==> src/rtl/alu_issue_stage.sv <==
// MIPS ALU issue stage: decodes one instruction per cycle into an ALU op and operands, queued in a 2-entry skid buffer.
// Optional build macro ALU_ISSUE_TRAP_EN: an illegal instruction latches illegal high and stalls intake until rst.
module alu_issue_stage #(
    parameter int DATA_W = 32,
    parameter int DEPTH  = 2
) (
    input  logic              clk,
    input  logic              rst,
    input  logic              in_valid,
    output logic              in_ready,
    input  logic [31:0]       instr,
    input  logic [DATA_W-1:0] rs_data,
    input  logic [DATA_W-1:0] rt_data,
    output logic              out_valid,
    input  logic              out_ready,
    output logic [3:0]        control_in,
    output logic [DATA_W-1:0] in1,
    output logic [DATA_W-1:0] in2,
    output logic [DATA_W-1:0] store_data,
    output logic [4:0]        dest_reg,
    output logic              reg_wr,
    output logic              mem_rd,
    output logic              mem_wr,
    output logic              illegal
);

    typedef enum logic [1:0] {EMPTY, ONE, FULL} state_t;

    typedef struct packed {
        logic [3:0]        ctrl;
        logic [DATA_W-1:0] a;
        logic [DATA_W-1:0] b;
        logic [DATA_W-1:0] sd;
        logic [4:0]        dest;
        logic              wr;
        logic              rd;
        logic              mw;
    } entry_t;

    state_t     state_reg;
    entry_t     ent_reg [DEPTH];
    logic       illegal_reg;
    entry_t     dec_next;
    logic       legal_next;
    logic       fire_in;
    logic       accept;
    logic       drain;

    logic [5:0]        opcode;
    logic [5:0]        funct;
    logic [4:0]        rt_idx;
    logic [4:0]        rd_idx;
    logic [DATA_W-1:0] sext_imm;
    logic [DATA_W-1:0] zext_imm;
    logic [DATA_W-1:0] zext_shamt;
    logic              unused_rs_idx;

    assign opcode        = instr[31:26];
    assign funct         = instr[5:0];
    assign rt_idx        = instr[20:16];
    assign rd_idx        = instr[15:11];
    assign sext_imm      = {{(DATA_W-16){instr[15]}}, instr[15:0]};
    assign zext_imm      = {{(DATA_W-16){1'b0}}, instr[15:0]};
    assign zext_shamt    = {{(DATA_W-5){1'b0}}, instr[10:6]};
    // The rs index is resolved upstream; only its register value arrives here.
    assign unused_rs_idx = ^instr[25:21];

    always_comb begin
        dec_next   = '0;
        legal_next = 1'b0;
        if (opcode == 6'b000000) begin
            dec_next.a    = rs_data;
            dec_next.b    = rt_data;
            dec_next.dest = rd_idx;
            dec_next.wr   = 1'b1;
            legal_next    = 1'b1;
            case (funct)
                6'b100000: dec_next.ctrl = 4'b0000;
                6'b100100: dec_next.ctrl = 4'b0101;
                6'b100111: dec_next.ctrl = 4'b0111;
                6'b000000: begin
                    dec_next.ctrl = 4'b0100;
                    dec_next.a    = rt_data;
                    dec_next.b    = zext_shamt;
                end
                default:   legal_next = 1'b0;
            endcase
        end else begin
            dec_next.a    = rs_data;
            dec_next.b    = sext_imm;
            dec_next.dest = rt_idx;
            dec_next.wr   = 1'b1;
            legal_next    = 1'b1;
            case (opcode)
                6'b001000: dec_next.ctrl = 4'b0001;
                6'b001100: begin
                    dec_next.ctrl = 4'b0110;
                    dec_next.b    = zext_imm;
                end
                6'b100011: begin
                    dec_next.ctrl = 4'b0010;
                    dec_next.rd   = 1'b1;
                end
                6'b101011: begin
                    dec_next.ctrl = 4'b0011;
                    dec_next.sd   = rt_data;
                    dec_next.dest = 5'd0;
                    dec_next.wr   = 1'b0;
                    dec_next.mw   = 1'b1;
                end
                default:   legal_next = 1'b0;
            endcase
        end
        // Writes to $0 are architecturally discarded.
        if (dec_next.dest == 5'd0) begin
            dec_next.wr = 1'b0;
        end
    end

`ifdef ALU_ISSUE_TRAP_EN
    assign in_ready = (state_reg != FULL) && !illegal_reg;
`else
    assign in_ready = (state_reg != FULL);
`endif

    assign out_valid = (state_reg != EMPTY);
    assign fire_in   = in_valid && in_ready;
    assign accept    = fire_in && legal_next;
    assign drain     = out_valid && out_ready;

    always_ff @(posedge clk or posedge rst) begin
        if (rst) begin
            state_reg   <= EMPTY;
            illegal_reg <= 1'b0;
            for (int i = 0; i < DEPTH; i++) begin
                ent_reg[i] <= '0;
            end
        end else begin
`ifdef ALU_ISSUE_TRAP_EN
            if (fire_in && !legal_next) begin
                illegal_reg <= 1'b1;
            end
`else
            illegal_reg <= fire_in && !legal_next;
`endif
            // Drained slots are zeroed so idle outputs read as 0.
            case (state_reg)
                EMPTY: begin
                    if (accept) begin
                        ent_reg[0] <= dec_next;
                        state_reg  <= ONE;
                    end
                end
                ONE: begin
                    if (accept && drain) begin
                        ent_reg[0] <= dec_next;
                    end else if (accept) begin
                        ent_reg[1] <= dec_next;
                        state_reg  <= FULL;
                    end else if (drain) begin
                        ent_reg[0] <= '0;
                        state_reg  <= EMPTY;
                    end
                end
                FULL: begin
                    if (drain) begin
                        ent_reg[0] <= ent_reg[1];
                        ent_reg[1] <= '0;
                        state_reg  <= ONE;
                    end
                end
                default: state_reg <= EMPTY;
            endcase
        end
    end

    assign control_in = ent_reg[0].ctrl;
    assign in1        = ent_reg[0].a;
    assign in2        = ent_reg[0].b;
    assign store_data = ent_reg[0].sd;
    assign dest_reg   = ent_reg[0].dest;
    assign reg_wr     = ent_reg[0].wr;
    assign mem_rd     = ent_reg[0].rd;
    assign mem_wr     = ent_reg[0].mw;
    assign illegal    = illegal_reg;

endmodule

==> config.mk <==
export PLATFORM = sky130hd
export DESIGN_NAME = alu_issue_stage
export DESIGN_NICKNAME = d
export VERILOG_FILES = /design/src/rtl/alu_issue_stage.sv
export SDC_FILE = /design/constraint.sdc
export NUM_CORES = 1
export LEC_CHECK = 0
export ABC_AREA = 1
export BUFFER_PORTS_ARGS = -buffer_cell sky130_fd_sc_hd__buf_2
export CAP_MARGIN = 20
export CORE_MARGIN = 2
export CORE_UTILIZATION = 54
export DETAILED_ROUTE_END_ITERATION = 6
export PLACE_DENSITY = 0.84
export SLEW_MARGIN = 20
export SYNTH_ARGS = -nofsm -noshare
export SYNTH_HDL_FRONTEND = slang
export SYNTH_SLANG_ARGS = --single-unit
==> constraint.sdc <==
create_clock -name clk -period 8.82 [get_ports clk]
set_input_delay 1.764 -clock clk [delete_from_list [all_inputs] [get_ports clk]]
set_output_delay 1.764 -clock clk [all_outputs]
set_load 0.05 [all_outputs]
Word-level counts from Yosys, hierarchy flattened --
Cells that the tools add are included.
Cells by class: muxes and demuxes 29, equality and inequality tests 17, reduce and logical (&&, ||, !) cells 18
Operators with widths (count):
- 2-to-1 mux 108 bit | 5
- case mux 108 bit (3 select lines) | 1
- 2-to-1 mux 216 bit | 1
- case mux 108 bit (2 select lines) | 1
- 2-to-1 mux 68 bit | 1
- 2-to-1 mux 32 bit | 2
- 2-to-1 mux 64 bit | 1
- 2-to-1 mux 38 bit | 1
- == test 6 bit, second input constant | 5
- == test 6 x 4 -> 1 bit, second input constant | 2
- logical NOT 6 bit | 2
- 2-to-1 mux 2 bit | 6
- case mux 3 bit (4 select lines) | 1
- != test 2 bit, second input constant | 5
- != test 3 bit, second input constant | 3
- case mux 3 bit (3 select lines) | 1
- AND reduction 4 bit | 2
- OR reduction 4 bit | 2
- 2-to-1 mux 1 bit | 6
- 2-to-1 mux 6 bit | 1
- case mux 2 bit (3 select lines) | 1
- logical AND 1 bit | 5
- logical NOT 5 bit | 1
- AND reduction 5 bit | 1
- 6 further kinds | 7
Word-level totals: output and inout port bits 111, logic and storage cells 82, register bits after elaboration 219, input port bits 100

Logic depth before layout (Yosys ltp) --
Gate-level depths: netlist (run 1).
depth in word-level cells 8, mapped depth 13, depth with buffers taken out 12

Worst setup path before layout (run 1) --
OpenSTA, ideal clock, no wires.
path type input-to-reg, start in instr[26], end reg ent_reg[33] (netlist name), library setup time 0.117 ns, setup slack 5.686 ns, arrival 3.017 ns, stages 12, data required time 8.703 ns, path through nor2_2 nand2_2 nor2_4 nand3_2 nand3_2 nor2_1 nand2_1 nand3_2 buf_6 buf_6 nand2_1 nand2_1
On the way: word-level cells in the longest chain between the ends 8
Ends and longest elaborated chain:
- start: declaration | RTL line 11 | input logic [31:0] instr,
- == test 6 bit or == test 6 x 4 -> 1 bit (tied branches) | RTL line 94 | case (opcode)
- OR reduction 4 bit (no line)
- 2-to-1 mux 1 bit | RTL line 94
- 2-to-1 mux 1 bit | RTL line 71 | if (opcode == 6'b000000) begin
- logical AND 1 bit | RTL line 128 | assign accept = fire_in && legal_next;
- logical AND 1 bit | RTL line 155 | if (accept && drain) begin
- != test 2 bit (no line)
- AND reduction 4 bit (no line)
- end: declaration | RTL line 41 | entry_t ent_reg [DEPTH];
Several ways; a longest one is shown, not always the timed one. The select of a mux whose other input is x is not followed. A chain may end at the register's enable or synchronous reset.

Worst setup path after layout (run 1) --
start in instr[26], end reg ent_reg (netlist bit in2[8])
On the way: word-level cells in the longest chain between the ends 8
Ends and longest elaborated chain (RTL line):
- == test 6 bit or == test 6 x 4 -> 1 bit (tied branches) | 94
- OR reduction 4 bit (no line)
- 2-to-1 mux 1 bit | 94
- 2-to-1 mux 1 bit | 71
- logical AND 1 bit | 128
- logical AND 1 bit | 155
- != test 3 bit (no line) or 2-to-1 mux 108 bit (tied branches)
- AND reduction 5 bit (no line) or case mux 108 bit (3 select lines) (tied branches)
Several ways; a longest one is shown, not always the timed one. The select of a mux whose other input is x is not followed.

==> results of run 1 <==
how the worst max path moves through the flow:
stage / from / end / slack (ns) / cells after the start
detailed placement: instr[26] / store_data[24] / 3.89 / 11
finish: instr[26] / in2[8] / 4.31 / 11
global placement: instr[26] / store_data[24] / 3.96 / 11
CTS: instr[26] / store_data[24] / 4.41 / 11
floorplan: rst / control_in[0] / 1.12 / 1
global route: instr[30] / store_data[24] / 4.14 / 11
logic make-up (layout without fill, tap and decap cells):
group           count (synthesis)  after routing  share of synthesized area, %
simple gates                 1056           1056                          33.4
flops                         217            217                          41.5
other cells                     1              1                        0.0287
fa+ha+maj                       5              5                         0.478
compound gates                182            182                          7.06
buf+inv                       466            507                          17.5
worst max-delay path: cells and delay by family:
kind,cells,cell delay [ns]
compound gates,1,0.18
buf+inv,2,0.91
simple gates,8,2.08
final cells by class:
| type | instances | share of cell area, % |
|---|---|---|
| flip-flops and latches | 217 | 38.5 |
| clock buffers | 34 | 4.87 |
| inverters | 244 | 6.59 |
| clock inverters | 10 | 0.789 |
| multi-input cells | 1244 | 38.3 |
| repair buffers | 219 | 8.17 |
| well taps | 319 | 2.83 |
power breakdown:
group / internal [uW] / switching, uW
registers: 1410 / 216
clock network: 603 / 421
logic: 600 / 1930
synth_stat cells:
cell type	count
o21ai_1	1
nor3_1	29
buf_4	111
nor2_4	1
nand4_1	73
conb_1	1
a21oi_1	117
nor2_8	1
nand2_1	446
nand2_2	1
inv_4	1
nand3_2	5
buf_6	9
inv_2	3
nor2_2	2
inv_1	240
or2_2	32
clkbuf_2	1
buf_1	1
o21bai_1	2
clkbuf_1	55
dfrtp_1	217
nor2_1	443
nand3_1	21
buf_2	45
a31oi_1	1
nand3b_1	1
nand2_4	1
o21ai_0	60
ha_1	5
o21bai_2	1
routing by layer:
| metal | global-route usage [%] | vias up |
|---|---|---|
| met5 | 0 | - |
| li1 | - | 5812 |
| met3 | 4.23 | 105 |
| met2 | 48.2 | 651 |
| met1 | 40.5 | 5755 |
| met4 | 13.6 | 0 |
stage by stage:
| step | instances | utilization, % | setup slack (ns) | instance area (um^2) |
|---|---|---|---|---|
| final | 2287 | 59.8 | 4.31 | 14100 |
| after detailed placement | 2243 | 56.4 | 3.89 | 13300 |
| after CTS | 2287 | 59.8 | 4.41 | 14100 |
| after global routing | 2287 | 59.8 | 4.14 | 14100 |
| after global placement | 2242 | 56.3 | 3.96 | 13300 |
| after floorplan | 1927 | - | 1.12 | 13100 |
==> results.yml, run 1 <==
layout:
  fin_nets: 2055
  drive_above_1_share_pct: 16.0
  largest_register_ffs: 107
  final_common_cell: "nand2_1"
  layout_common_cells: "nand2_1 (444), nor2_1 (442), inv_1 (238)"
  area_growth_pct: 8.00
  seqCellArea_um2: 5430
  num-fill-cells: 2215
  multi_input_area_um2: 5410
  diodes: 0
global_route:
  grt_max_degree: 145
  grt_pass1_vias: 11692
  grt_pass1_wl_um: 61900
  grt_remaining_overflow: 0
  grt_util_all_layers_pct: 30.0
  antenna_found_initial: 0
pwr:
  peakVddDrop_v: 0.000188
  power.total_uw: 5180
  p_leak_uw: 0.00775
  powerDensity_nw_per_um2: 367
drt:
  drtAntennaViolNets: 0
  drc: 0
  wl_um: 38400
  avgRoutedWirePerCell_um: 16.8
  route.met2.wl_um: 17800
  via_per_inst: 5.39
  wl_met1_um: 15300
  vias: 12323
  first_iter_violations: 1150
  routed.top_layer: "met4"
  dr.pass1.iters: 6
  routed-wl-met3_um: 3420
die:
  io_pins: 211
  die_y_um: 160
  initial_core_util_pct: 55.4
  design.core.area_um2: 23600
  rows: 56
  die_w_um: 160
  die_area_um2: 25500
synthesis:
  ys_top_cells_by_area: "dfrtp_1 (42%), nand2_1 (13%), nor2_1 (13%), inv_1 (6.9%), buf_4 (6.4%)"
  netlist_area_um2: 13100
  ys_seq_area_share_pct: 41.5
  syn_nets: 2032
  synth_top_area_share_pct: 41.5
  synth-seq-cells: 217
  ys_warn_count: 0
  synth.distinct_cells: 31
  synth_largest_area_cell: "dfrtp_1"
  syn_avg_cell_area_um2: 6.79
  syn-instance-count: 1927
sta:
  timing.final.crit_period_ns: 4.51
  finalCritPeriodShare_pct: 51.2
  setup_viol: 0
  drv_slew: 0
  tns_ns: 0
  finClkSkew_ns: 0.0113
  rsz0062_at_grt: "no"
  holdWs_ns: 0.470
  max_freq_ghz: 0.222
  maxSlewHeadroom_pct: 28.0
  worstMarginPinSlew_ns: 1.08
  final-hold-violation-count: 0
setup_path:
  startpoint_type: "input port"
  crit_chain: "buf_2 -> nor2_2 -> nand2_2 -> nor2_4 -> nand3_2 -> nand3_2 -> nand2_1 -> nand2_4 -> buf_4 -> nor2_1 -> a21oi_1"
  crit_path_max_incr_delay_ns: 0.79
  ff2ff_setup_slack_ns: 5.40
  worstPathMaxFanout: 69
  reg2regPathDepth: 10
  crit_slowest_cell: "buf_4"
  crit_type: "in2reg"
  cp_common_cell: "nand3_2"
  crit_path_end_kind: "flip-flop"
  rr_endpoint: "store_data[1]"
  worstPathArrival_ns: 4.96
  timing.rr.start: "state_reg[0]"
  required_ns: 9.27
min_path:
  min_path_cells: 2
  hold_path.class: "reg2reg"
  min_to: "ent_reg[68]"
  hp-start: "ent_reg[68]"
cts:
  cts.hold.buffers_added: 0
  cts_setup_buffers: 0
  cts_sinks: 217
  clk_pin_slew_worst_paths_ns: 0.06
  htreeDepth: 1
  cts-root-buf: "clkbuf_16"
  cts_tree: "yes"
  cts_buffer_depth: 3
  ctsResizeCount: 0
  numCtsBuffers: 24
  worst_skew_pair.late_latency_ns: 0.53
run_status:
  status: "finished, final reports clean"
placement:
  numPortBuffers: 204
  dp_hpwl_um: 24000
  gp_congestion: 0.937
job:
  drv_cap: 0
No activity file was read; power rests on OpenSTA's default activity.
==> run 2: changes to the inputs <==
CORE_UTILIZATION = 52   (was 54)
clock period = 3.7 ns   (was 8.82 ns; I/O delays follow)
==> run 2 against run 1 <==
Effect of this change: routed wire length is 2.8% higher; first-iteration DRC count is 26% higher; sequential power is 140% higher; critical path type is now reg2reg; utilization is 2.3 points lower; combinational power is 140% higher; power is 140% higher; cell count is 1.1% higher; global-route usage is 0.42 points lower; setup slack worse by 3.4 ns.
==> results.yml, run 2 (synthesized netlist as in run 1, its figures left out) <==
run_status:
  status: "finished, final reports clean"
drt:
  drc: 0
  wl_um: 39400
  dr.pass1.iters: 6
  via_per_inst: 5.41
  avgRoutedWirePerCell_um: 17.1
  first_iter_violations: 1450
  drtAntennaViolNets: 0
  vias: 12515
cts:
  cts_buffer_depth: 3
  cts_setup_buffers: 0
  cts_sinks: 217
  cts.hold.buffers_added: 0
  cts_tree: "yes"
  htreeDepth: 1
  numCtsBuffers: 25
  cts-root-buf: "clkbuf_16"
  clk_pin_slew_worst_paths_ns: 0.06
  worst_skew_pair.late_latency_ns: 0.53
  ctsResizeCount: 0
global_route:
  grt_remaining_overflow: 0
  grt_util_all_layers_pct: 29.6
  grt_pass1_vias: 11730
  antenna_found_initial: 3
  grt_max_degree: 110
  grt_pass1_wl_um: 61700
placement:
  placed_cell_area_um2: 13500
  dp_slack_ns: 0.585
  numPortBuffers: 204
  gp_congestion: 0.936
  dp_hpwl_um: 25000
sta:
  layout_setup_ws_ns: 0.922
  worstMarginPinSlew_ns: 0.957
  rsz0062_at_grt: "no"
  finClkSkew_ns: 0.00995
  drv_slew: 0
  tns_ns: 0
  final-hold-violation-count: 0
  max_freq_ghz: 0.360
  finalCritPeriodShare_pct: 75.1
  timing.final.crit_period_ns: 2.78
  maxSlewHeadroom_pct: 36.1
  setup_viol: 0
layout:
  final_common_cell: "nand2_1"
  largest_register_ffs: 107
  stdcell_area_um2: 14400
  drive_above_1_share_pct: 16.7
  layout_common_cells: "nand2_1 (444), nor2_1 (442), inv_1 (237)"
  area_growth_pct: 9.75
  fin_nets: 2066
setup_path:
  crit_type: "reg2reg"
  crit_path_end_kind: "flip-flop"
  reg2regPathDepth: 11
  ff2ff_setup_slack_ns: 0.92
  required_ns: 4.10
  rr_endpoint: "state_reg[0]"
  worstPathMaxFanout: 63
  timing.rr.start: "state_reg[1]"
  startpoint_type: "flip-flop"
  worstPathArrival_ns: 3.18
min_path:
  hold_path.class: "in2async"
die:
  die_w_um: 163
  io_pins: 211
  initial_core_util_pct: 52.4
  die_y_um: 163
  design.core.area_um2: 25000
  die_area_um2: 26400
  rows: 58
pwr:
  powerDensity_nw_per_um2: 877
  power.total_uw: 12600
  peakVddDrop_v: 0.000612
  p_leak_uw: 0.00784
job:
  drv_cap: 0
-- run 2: layout make-up --
type | instances | area [um^2]
fill | 2282 | 10600
clock buffer | 30 | 674
clock inverter | 16 | 198
sequential | 217 | 5430
multi-input combinational | 1244 | 5410
antenna | 2 | 5.00
timing repair buffer | 229 | 1300
inverter | 244 | 922
tap | 330 | 413
-- run 2: critical path: stages (launching register included) --
cell and delay [ns]:
dfrtp_1 0.46, inv_1 0.10, ha_1 0.23, inv_1 0.14, nand2_1 0.14, inv_2 0.12, nor2_1 0.07, inv_2 0.23
buf_4 0.69, nand3_1 0.27, nand2_1 0.11, o21ai_0 0.08
-- run 2: power breakdown --
group          internal [uW]  total (uW)  switching (uW)
registers               3370        3910             540
logic                   1430        6040            4610
clock network           1590        2640            1050
-- run 2: layer usage --
layer / track usage (%) / up-vias / share of wire [%] / wire (um)
li1: - / 5835 / - / -
met1: 37.7 / 5851 / 37 / 14700
met2: 48.4 / 725 / 47 / 18500
met3: 6.60 / 102 / 12 / 4590
met4: 13.1 / 2 / 4.3 / 1680
met5: 0 / - / 0.030 / 12
-- run 2: through the flow --
stage	cells	utilization (%)	hold WS, ns
after CTS	2310	57.5	0.438
after detailed placement	2264	54.0	0.458
final	2312	57.5	0.423
after global placement	2264	54.0	0.453
after floorplan	1927	-	0.442
after global routing	2311	57.5	0.463
-- run 2: how the worst max path moves through the flow --
| stage | startpoint | end | slack, ns | cells past startpoint |
|---|---|---|---|---|
| after CTS | state_reg[1] | state_reg[0] | 0.98 | 11 |
| after global placement | instr[26] | state_reg[0] | 0.63 | 12 |
| after global routing | state_reg[0] | state_reg[0] | 0.80 | 11 |
| final | state_reg[1] | state_reg[0] | 0.92 | 11 |
| after floorplan | rst | control_in[0] | 0.13 | 1 |
| after detailed placement | instr[26] | state_reg[0] | 0.58 | 12 |
